===== config.mk =====
export PLATFORM = sky130hd
export DESIGN_NAME = serial_negate_mc
export DESIGN_NICKNAME = d
export VERILOG_FILES = /design/src/rtl/serial_negate_mc.sv
export SDC_FILE = /design/constraint.sdc
export NUM_CORES = 1
export LEC_CHECK = 0
export ABC_AREA = 1
export CAP_MARGIN = 0
export CORE_UTILIZATION = 50
export CTS_BUF_LIST = sky130_fd_sc_hd__clkbuf_8
export CTS_CLUSTER_SIZE = 14
export DETAILED_ROUTE_END_ITERATION = 6
export PLACE_DENSITY = 0.78
export SLEW_MARGIN = 20
export SYNTH_ARGS = -nofsm -noshare
export SYNTH_HDL_FRONTEND = slang
export SYNTH_SLANG_ARGS = --single-unit

===== constraint.sdc =====
create_clock -name t_clk -period 1.2 [get_ports t_clk]
set_input_delay 0.18 -clock t_clk [delete_from_list [all_inputs] [get_ports t_clk]]
set_output_delay 0.18 -clock t_clk [all_outputs]
set_load 0.05 [all_outputs]

===== src/rtl/serial_negate_mc.sv =====
// serial_negate_mc
// Multi-lane, LSB-first, bit-serial two's-complement negator with word framing.
// Each lane either passes its word through or negates it, selected per lane at
// start-of-word. All lanes share one framing FSM and one valid strobe. Results
// appear one cycle after the input bit is accepted. The MSB result is flagged
// with y_eow and the per-lane overflow. Framing errors pulse err.
module serial_negate_mc #(
    parameter int W  = 8,
    parameter int CH = 2
) (
    input  logic          t_clk,
    input  logic          r,
    input  logic [CH-1:0] i,
    input  logic          i_vld,
    input  logic          i_sof,
    input  logic [CH-1:0] mode,
    output logic [CH-1:0] y,
    output logic          y_vld,
    output logic          y_eow,
    output logic [CH-1:0] ovf,
    output logic          err
);

    localparam int CNT_W = $clog2(W);
    localparam logic [CNT_W-1:0] CNT_LAST = CNT_W'(W - 1);
    localparam logic [CNT_W-1:0] CNT_ONE  = CNT_W'(1);

    typedef enum logic {IDLE = 1'b0, RUN = 1'b1} state_t;

    state_t           state_q, state_d;
    logic [CNT_W-1:0] cnt_q, cnt_d;

    logic [CH-1:0] seen_q, m_q;
    logic [CH-1:0] seen_prior, m_eff, seen_d;
    logic [CH-1:0] y_d, ovf_d;
    logic          accept, bit0, is_msb, err_d;

    logic [CH-1:0] y_p0;
    logic          vld_p0, eow_p0, err_p0;
    logic [CH-1:0] ovf_p0;

    // A bit flips once a 1 has gone by, but only in negate mode.
    function automatic logic neg_bit(input logic d, input logic m_b, input logic s);
        return d ^ (m_b & s);
    endfunction

    // Negating 100..0 gives 100..0 back: no earlier 1, and the MSB is 1.
    function automatic logic ovf_bit(input logic d, input logic m_b, input logic s);
        return m_b & ~s & d;
    endfunction

    // Control state register: FSM state and the bit counter.
    always_ff @(posedge t_clk or negedge r) begin
        if (!r) begin
            state_q <= IDLE;
            cnt_q   <= '0;
        end else begin
            state_q <= state_d;
            cnt_q   <= cnt_d;
        end
    end

    // Next-state logic. A start-of-word always restarts at bit 1, and the MSB returns to IDLE.
    always_comb begin
        state_d = state_q;
        cnt_d   = cnt_q;
        if (i_vld) begin
            if (i_sof) begin
                state_d = RUN;
                cnt_d   = CNT_ONE;
            end else if (state_q == RUN) begin
                if (cnt_q == CNT_LAST) begin
                    state_d = IDLE;
                    cnt_d   = '0;
                end else begin
                    cnt_d = cnt_q + 1'b1;
                end
            end
        end
    end

    // Output/datapath logic: qualify the bit, then build the per-lane result, overflow and error.
    always_comb begin
        bit0       = i_vld & i_sof;
        accept     = i_vld & (i_sof | (state_q == RUN));
        is_msb     = i_vld & ~i_sof & (state_q == RUN) & (cnt_q == CNT_LAST);
        err_d      = i_vld & ((state_q == IDLE) ? ~i_sof : i_sof);
        seen_prior = bit0 ? '0 : seen_q;
        m_eff      = bit0 ? mode : m_q;
        y_d        = '0;
        ovf_d      = '0;
        seen_d     = '0;
        for (int k = 0; k < CH; k++) begin
            y_d[k]    = neg_bit(i[k], m_eff[k], seen_prior[k]);
            ovf_d[k]  = ovf_bit(i[k], m_eff[k], seen_prior[k]) & is_msb;
            seen_d[k] = seen_prior[k] | i[k];
        end
    end

    // Per-lane state: the seen-a-one tracker and the mode latched at start-of-word.
    always_ff @(posedge t_clk or negedge r) begin
        if (!r) begin
            seen_q <= '0;
            m_q    <= '0;
        end else begin
            if (accept) seen_q <= seen_d;
            if (bit0)   m_q    <= mode;
        end
    end

    // Stage p0: registered results. y holds its value between accepted bits.
    always_ff @(posedge t_clk or negedge r) begin
        if (!r) begin
            y_p0   <= '0;
            vld_p0 <= 1'b0;
            eow_p0 <= 1'b0;
            ovf_p0 <= '0;
            err_p0 <= 1'b0;
        end else begin
            if (accept) y_p0 <= y_d;
            vld_p0 <= accept;
            eow_p0 <= is_msb;
            ovf_p0 <= ovf_d;
            err_p0 <= err_d;
        end
    end

    assign y     = y_p0;
    assign y_vld = vld_p0;
    assign y_eow = eow_p0;
    assign ovf   = ovf_p0;
    assign err   = err_p0;

endmodule


# After elaboration in Yosys (flattened, before gate mapping)
# Cells that the tools add are included.
[totals]
ff_bits = 15
input_bits = 8
out_inout_bits = 7
wordCells = 44
[classes]
add_sub_neg = 1
n_eq_ne = 1
muxes = 9
n_bitwise = 22
n_reduce_logical = 2
[op_table]
columns = ["op", "count"]
rows = [
  ["AND 1 bit", 14],
  ["two-way mux 3 bit", 3],
  ["two-way mux 1 bit", 4],
  ["two-way mux 2 bit", 2],
  ["adder 3 x 1 -> 3 bit (second input constant)", 1],
  ["== test 3 bit (second input constant)", 1],
  ["NOT 1 bit", 3],
  ["bitwise OR 1 bit", 3],
  ["AND reduction 2 bit", 1],
  ["nonzero test 2 bit", 1],
  ["XOR 1 bit", 2],
]

# Logic depth before layout (Yosys ltp)
# Gate-level depths: netlist (run 1).
[depth]
depth_word = 6
ltp_mapped = 8

# Least setup slack after synthesis (run 1)
# Ideal clock, no wire load.
[synth_timing]
kind = "register to register"
start = "register cnt_q[0]"
end = "register ovf_p0[1], in the netlist ovf[1]"
setup_time_ns = 0.122
t_arrival_ns = 0.956
required_ns = 1.078
path_slack_ns = 0.122
path_stages_with_launch = 7
path_buffers = 0
period_less_slack_ns = 1.078
path_cell_list = "dfrtp_1 -> ha_1 -> ha_1 -> nand2_1 -> nor2_2 -> nand3_1 -> nor2_1"
[synth_via]
elab_chain_len = 3
[synth_rtl]
columns = ["item", "line", "text"]
rows = [
  ["start, declared", "31", "logic [CNT_W-1:0] cnt_q, cnt_d;"],
  ["start signal, assigned", "59", "cnt_q <= cnt_d;"],
  ["== test 3 bit", "86", "is_msb = i_vld & ~i_sof & (state_q == RUN) & (cnt_q == CNT_LAST);"],
  ["AND 1 bit", "86", ""],
  ["net is_msb", "36", "logic accept, bit0, is_msb, err_d;"],
  ["AND 1 bit", "95", "ovf_d[k] = ovf_bit(i[k], m_eff[k], seen_prior[k]) & is_msb;"],
  ["net ovf_d[1]", "35", "logic [CH-1:0] y_d, ovf_d;"],
  ["end signal, assigned", "123", "ovf_p0 <= ovf_d;"],
  ["end, declared", "40", "logic [CH-1:0] ovf_p0;"],
]
# The timed path passes the listed nets, and every way through them passes these cells.
# A chain may end at the register's enable or synchronous reset.

# Worst setup path in the final report (run 1)
[layout_timing]
start = "register state_q"
end = "register y_p0[1], in the netlist y[1]"
[layout_via]
elab_chain_len = 2
[layout_rtl]
columns = ["item", "line", "text"]
rows = [
  ["start, declared", "30", "state_t state_q, state_d;"],
  ["start signal, assigned", "58", "state_q <= state_d;"],
  ["bitwise OR 1 bit", "85", "accept = i_vld & (i_sof | (state_q == RUN));"],
  ["AND 1 bit", "85", ""],
  ["end signal, assigned", "120", "if (accept) y_p0 <= y_d;"],
  ["end, declared", "38", "logic [CH-1:0] y_p0;"],
]
# Every way passes these cells.

==> impl_metrics.py, run 1 <==
metrics = {
    "cts": {
        "clk_latency_ns": 0.25,
        "cts_buffers": 3,
        "cts_buffer_depth": 2,
        "cts_max_level": 1,
        "cts_tree": "done",
        "ctsHoldBuffers": 0,
        "root_buffer": "clkbuf_8",
        "path_clk_slew_ns": 0.06,
        "cts.sinks": 15,
    },
    "timing": {
        "setup_viol": 0,
        "max_clock_freq_mhz": 837,
        "relSlewSlack": 0.743,
        "tightest_slew_ns": 0.385,
        "finalMaxSlewViolations": 0,
        "finClkSkew_ns": 0.00229,
        "period_needed_ns": 1.19,
        "rsz0062_at_grt": "yes",
        "finalCritPeriodShare": 0.996,
        "hold_viol": 0,
        "whs_ns": 0.245,
        "finalSetupTns_ns": 0,
    },
    "global_route": {
        "grt_antenna_before_repair": 0,
        "grt_max_degree": 16,
        "grt_pass1_wl_mm": 2.56,
        "grtUsageTotal": 0.277,
        "grt-ovfl-total": 0,
        "grt_pass1_vias": 577,
    },
    "placement": {
        "dp.final_hpwl_mm": 1.10,
        "io_buffers": 14,
        "place_inst": 111,
        "routabilityCongestion": 0.698,
    },
    "synthesis": {
        "synthCells": 78,
        "seq_area_frac_synth": 0.564,
        "synthesis.nets": 89,
        "netlist-cell-type-count": 12,
        "synth-warning-count": 0,
        "netlist_area_um2": 666,
        "avgSynthCellArea_um2": 8.53,
        "ys_seq_elements": 15,
    },
    "route": {
        "final_antenna_net_count": 0,
        "via_count": 658,
        "drtIter0Drc": 28,
        "via_per_inst": 5.53,
        "dr.pass1.iters": 5,
        "routed_wl_mm": 2.00,
        "wl_per_cell_um": 16.8,
        "drc_errors": 0,
    },
    "worst_setup_path": {
        "cp-end-kind": "register",
        "crit_required_ns": 1.39,
        "reg2reg_depth": 7,
        "worstReg2RegStart": "state_q$_DFFE_PN0P_",
        "cp-start-kind": "register",
        "r2r_setup_slack_ns": 0.005,
        "path_max_fanout": 7,
        "r2r_end": "y[1]$_DFFE_PN0P_",
        "cp.arrival_ns": 1.38,
        "critPathKind": "reg2reg",
    },
    "final_layout": {
        "synthToLayoutAreaGrowth_pct": 58.6,
        "nets": 117,
        "drive_above_1_share": 0.324,
        "n_antenna_cell": 0,
        "stdcell_count": 119,
        "fin_util": 0.902,
    },
    "flow_run": {
        "cap_violations": 0,
    },
    "power_and_ir_drop": {
        "sw_frac_of_total": 0.309,
        "ir_drop_uv": 1130,
        "seq_power_share": 0.439,
        "switching_power_uw": 428,
        "comb_power_share": 0.269,
        "power_density_nw_per_um2": 1310,
        "power.leakage_nw": 0.546,
        "power.share.clock": 0.292,
        "intPower_uw": 955,
    },
    "floorplan": {
        "start_util": 0.568,
        "core_area_um2": 1170,
        "chipHeight_um": 38.5,
        "die_area_um2": 1480,
        "ioPinCount": 15,
        "fp-row-count": 12,
        "die_w_um": 38.5,
    },
    "outcome": {
        "status": "complete, no violations",
    },
    "hold_path": {
        "hold_class": "in2async",
    },
}
-- cells by family (layout without fill, tap and decap cells) --
family          after synthesis  count (layout)  share of synthesized area
fa+ha+maj                     3               3                     0.0564
buf+inv                      11              37                     0.0733
flops                        15              15                      0.564
simple gates                 42              43                      0.254
compound gates                7               7                     0.0526
-- critical path: stages (launching register included) --
cell     delay, ns
dfrtp_1       0.35
inv_1         0.06
ha_2          0.17
inv_2         0.09
nand2_2       0.11
nor2_1        0.19
nand2_1       0.07
nand3_1       0.08
-- Yosys cell counts --
cell	count	area share
nor2_2	1	0.0094
inv_2	1	0.0056
ha_1	3	0.056
buf_6	1	0.017
nand2_2	1	0.0094
o21ai_1	4	0.030
nand2_1	27	0.15
nand3_1	5	0.038
inv_1	9	0.051
nor2_1	8	0.045
o21ai_0	3	0.023
dfrtp_1	15	0.56
-- how the worst max path moves through the flow --
stage                          from          endpoint  slack [ns]  depth (start not counted)
2_1_floorplan  cnt_q[0]$_DFFE_PN0P_  ovf[1]$_DFF_PN0_        0.12                          6
3_3_place_gp                  i_sof  y[0]$_DFFE_PN0P_       -0.32                          9
3_5_place_dp                  i_sof  y[0]$_DFFE_PN0P_       -0.39                          9
4_1_cts        cnt_q[0]$_DFFE_PN0P_  ovf[1]$_DFF_PN0_        0.01                          6
5_1_grt         state_q$_DFFE_PN0P_  y[1]$_DFFE_PN0P_       -0.06                          7
6_report        state_q$_DFFE_PN0P_  y[1]$_DFFE_PN0P_       0.005                          7
-- layout by cell type (no fill, tap or decap) --
| cell | instances |
|---|---|
| buf_12 | 7 |
| buf_4 | 8 |
| buf_6 | 1 |
| clkbuf_8 | 3 |
| clkdlybuf4s50_1 | 5 |
| dfrtp_1 | 15 |
| dlygate4sd2_1 | 1 |
| dlymetal6s2s_1 | 1 |
| ha_2 | 2 |
| ha_4 | 1 |
| inv_1 | 8 |
| inv_2 | 3 |
| nand2_1 | 24 |
| nand2_2 | 3 |
| nand2_4 | 2 |
| nand3_1 | 4 |
| nand3_2 | 1 |
| nor2_1 | 6 |
| nor2_2 | 2 |
| nor2_4 | 1 |
| o21ai_0 | 2 |
| o21ai_1 | 5 |
-- sequential cells by signal, summed over array words and instances, names as in the netlist --
| signal | flops |
|---|---|
| err | 1 |
| m_q | 2 |
| seen_q | 2 |
| ovf | 2 |
| y_eow | 1 |
| cnt_q | 3 |
| y | 2 |
| y_vld | 1 |
| state_q | 1 |
-- power by group through the flow --
stage | clock network [mW] | registers (mW) | logic, mW
after floorplan | 0 | 0.654 | 0.106
after global placement | 0 | 0.607 | 0.299
after detailed placement | 0 | 0.610 | 0.315
after CTS | 0.402 | 0.600 | 0.334
after global routing | 0.417 | 0.610 | 0.400
final | 0.403 | 0.608 | 0.372
-- final cells by class --
type	instances	area, µm²
clock inverter	1	3.75
tap	14	17.5
timing repair buffer	23	283
fill	46	115
inverter	10	37.5
multi-input combinational	53	298
sequential	15	375
clock buffer	3	41.3
-- repair_timing --
item,CTS,global route
setup endpoints to repair,8,7
endpoints found under the hold margin,0,0
setup buffers,2,1
pin swaps,1,5
cloned,1,0
resized for setup,5,14
-- routing by layer --
metal  up-vias  routed length (µm)  GRT usage
li1        295                   -          -
met1       304                 715      0.295
met2        43                1030      0.500
met3        16                 144     0.0872
met4         0                 103      0.103
met5         -                   0          0
-- stage by stage --
step	cell area (µm²)	worst slack [ns]	total power, mW
final	1060	0.00526	1.38
after global routing	1060	-0.0645	1.43
after CTS	1000	0.0112	1.34
after detailed placement	927	-0.389	0.925
after global placement	927	-0.318	0.906
after floorplan	666	0.122	0.761
Note: power is estimated with default switching activity, not from simulation.
==> run 2, diff against run 1 <==
- SLEW_MARGIN: 20 -> 0
==> results of run 2 <==
Final layout, timing and power as in run 1 (identical DEF).
==> run 3, diff against run 2 <==
- REMOVE_ABC_BUFFERS: unset -> 1
==> run 3 against run 2 <==
  * The flow now finishes with violations (negative setup slack)
  * Final cell count stayed put
  * First-iteration DRC count is 36% lower
  * Critical path depth is 1 lower
  * Non-clock buffer count stayed put
  * Sequential cell count stayed put
  * Sequential share of layout area is 0.13 points higher
  * Hold slack worse by 0.0014 ns
  * Power is 1.3% higher
  * Global-route usage is 0.39 points higher
  * Highest routed layer unchanged
==> impl_metrics.py, run 3 (synthesis results as in run 1) <==
metrics = {
    "worst_setup_path": {
        "critPathKind": "reg2reg",
        "cp-end-kind": "register",
        "path_delay_family": "simple AND/OR/NAND/NOR gates",
        "path_max_fanout": 3,
        "cp_num_buf_inv": 0,
        "cp.arrival_ns": 1.43,
        "crit_required_ns": 1.39,
        "path_cells": "ha_2 -> ha_4 -> nand2_1 -> nor2_2 -> nand3_1 -> nor2_1",
        "crit_slowest_cell": "dfrtp_1",
        "slowest_delay_ns": 0.38,
        "cp-start-kind": "register",
    },
    "placement": {
        "io_buffers": 14,
        "routabilityCongestion": 0.775,
        "dp.final_hpwl_mm": 1.04,
    },
    "power_and_ir_drop": {
        "seq_power_share": 0.436,
        "comb_power_share": 0.259,
        "power.share.clock": 0.305,
        "intPower_uw": 959,
        "power.leakage_nw": 0.542,
        "power_density_nw_per_um2": 1330,
        "total_power_mw": 1.40,
        "ir_drop_uv": 1090,
        "switching_power_uw": 443,
        "sw_frac_of_total": 0.316,
    },
    "final_layout": {
        "n_antenna_cell": 0,
        "final_cell_mix": "25 x nand2_1, 15 x dfrtp_1, 8 x buf_12",
        "drive_above_1_share": 0.314,
        "synthToLayoutAreaGrowth_pct": 58.1,
        "top_register": "cnt_q",
        "largest_reg_flops": 3,
        "nets": 117,
        "mostFrequentLayoutCell": "nand2_1",
    },
    "route": {
        "via_count": 632,
        "wl_met2_um": 983,
        "drc_errors": 0,
        "routed_wl_mm": 1.94,
        "via_per_inst": 5.31,
        "final_antenna_net_count": 0,
        "wl_per_cell_um": 16.3,
        "routed.top_layer": "met4",
        "wl_met3_um": 90,
        "drt-met1-wl_um": 786,
        "drtIter0Drc": 18,
        "dr.pass1.iters": 4,
    },
    "cts": {
        "cts_buffers": 3,
        "cts_max_level": 1,
        "clk_latency_ns": 0.26,
        "root_buffer": "clkbuf_8",
        "cts_tree": "done",
        "cts.sinks": 15,
        "path_clk_slew_ns": 0.07,
        "cts_buffer_depth": 2,
        "ctsHoldBuffers": 0,
    },
    "floorplan": {
        "core_area_um2": 1170,
        "ioPinCount": 15,
        "start_util": 0.568,
        "fp-row-count": 12,
        "die_area_um2": 1480,
        "chipHeight_um": 38.5,
        "die_w_um": 38.5,
    },
    "outcome": {
        "violations": "negative setup slack",
        "status": "finished with violations",
    },
    "global_route": {
        "grt_pass1_vias": 572,
        "grtUsageTotal": 0.281,
        "grt_antenna_before_repair": 0,
        "grt-ovfl-total": 0,
        "grt_pass1_wl_mm": 2.62,
        "grt_max_degree": 16,
    },
    "timing": {
        "tightest_slew_ns": 0.318,
        "fin_ws_ns": -0.0413,
        "rsz0062_at_grt": "yes",
        "max_clock_freq_mhz": 806,
        "finalMaxSlewViolations": 0,
        "finClkSkew_ns": 0.00665,
        "relSlewSlack": 0.788,
        "finalCritPeriodShare": 1.03,
        "setup_viol": 4,
        "period_needed_ns": 1.24,
        "whs_ns": 0.243,
        "hold_viol": 0,
    },
    "flow_run": {
        "cap_violations": 0,
    },
    "hold_path": {
        "hold_class": "in2async",
    },
}
## run 3: cell types whose count changed in the layout (fill, tap and decap cells not counted), sizes merged
cell,previous run,this run
clkinv,0,1
inv,11,10
## run 3: worst paths after layout
path / start / endpoint / slack, ns / cells past startpoint
setup / recovery: cnt_q[0]$_DFFE_PN0P_ / ovf[1]$_DFF_PN0_ / -0.04 / 6
hold / removal: r / ovf[0]$_DFF_PN0_ / 0.24 / 2
setup reg to reg: cnt_q[0]$_DFFE_PN0P_ / ovf[1]$_DFF_PN0_ / -0.04 / 6
hold reg to reg: m_q[0]$_DFF_PN0_ / m_q[0]$_DFF_PN0_ / 0.52 / 2
max in group asynchronous: r / cnt_q[2]$_DFFE_PN0P_ / 0.78 / 2
min in group t_clk: i_vld / err$_DFF_PN0_ / 0.29 / 3
## run 3: area by class of cell
class	instances	area, µm²
sequential	15	375
timing repair buffer	23	295
multi-input combinational	53	280
fill	51	119
clock buffer	3	41.3
inverter	10	37.5
tap	14	17.5
clock inverter	1	5.00
## run 3: timing repair
item	CTS	global route
gates resized for setup	3	14
endpoints found under the setup margin	5	10
cloned	0	1
pin swaps	0	6
setup buffers	3	2
## run 3: layer usage
metal	track usage	vias up
met2	0.479	26
li1	-	293
met4	0.138	0
met1	0.310	305
met5	0	-
met3	0.0872	8
## run 3: metrics by stage
step	area [µm²]	setup TNS (ns)	setup slack, ns	cells	util
floorplan	654	0	0.0870	77	-
global placement	912	-2.33	-0.328	109	0.779
detailed placement	912	-2.81	-0.380	109	0.779
CTS	997	0	0.00120	116	0.851
global route	1050	-0.365	-0.0756	119	0.899
finish	1050	-0.0793	-0.0413	119	0.899
## run 3: power groups by stage
stage / Clock (mW) / Sequential [mW] / Combinational, mW
after global routing: 0.443 / 0.613 / 0.394
after floorplan: 0 / 0.654 / 0.101
after global placement: 0 / 0.608 / 0.293
after CTS: 0.431 / 0.605 / 0.327
final: 0.427 / 0.611 / 0.364
after detailed placement: 0 / 0.612 / 0.307
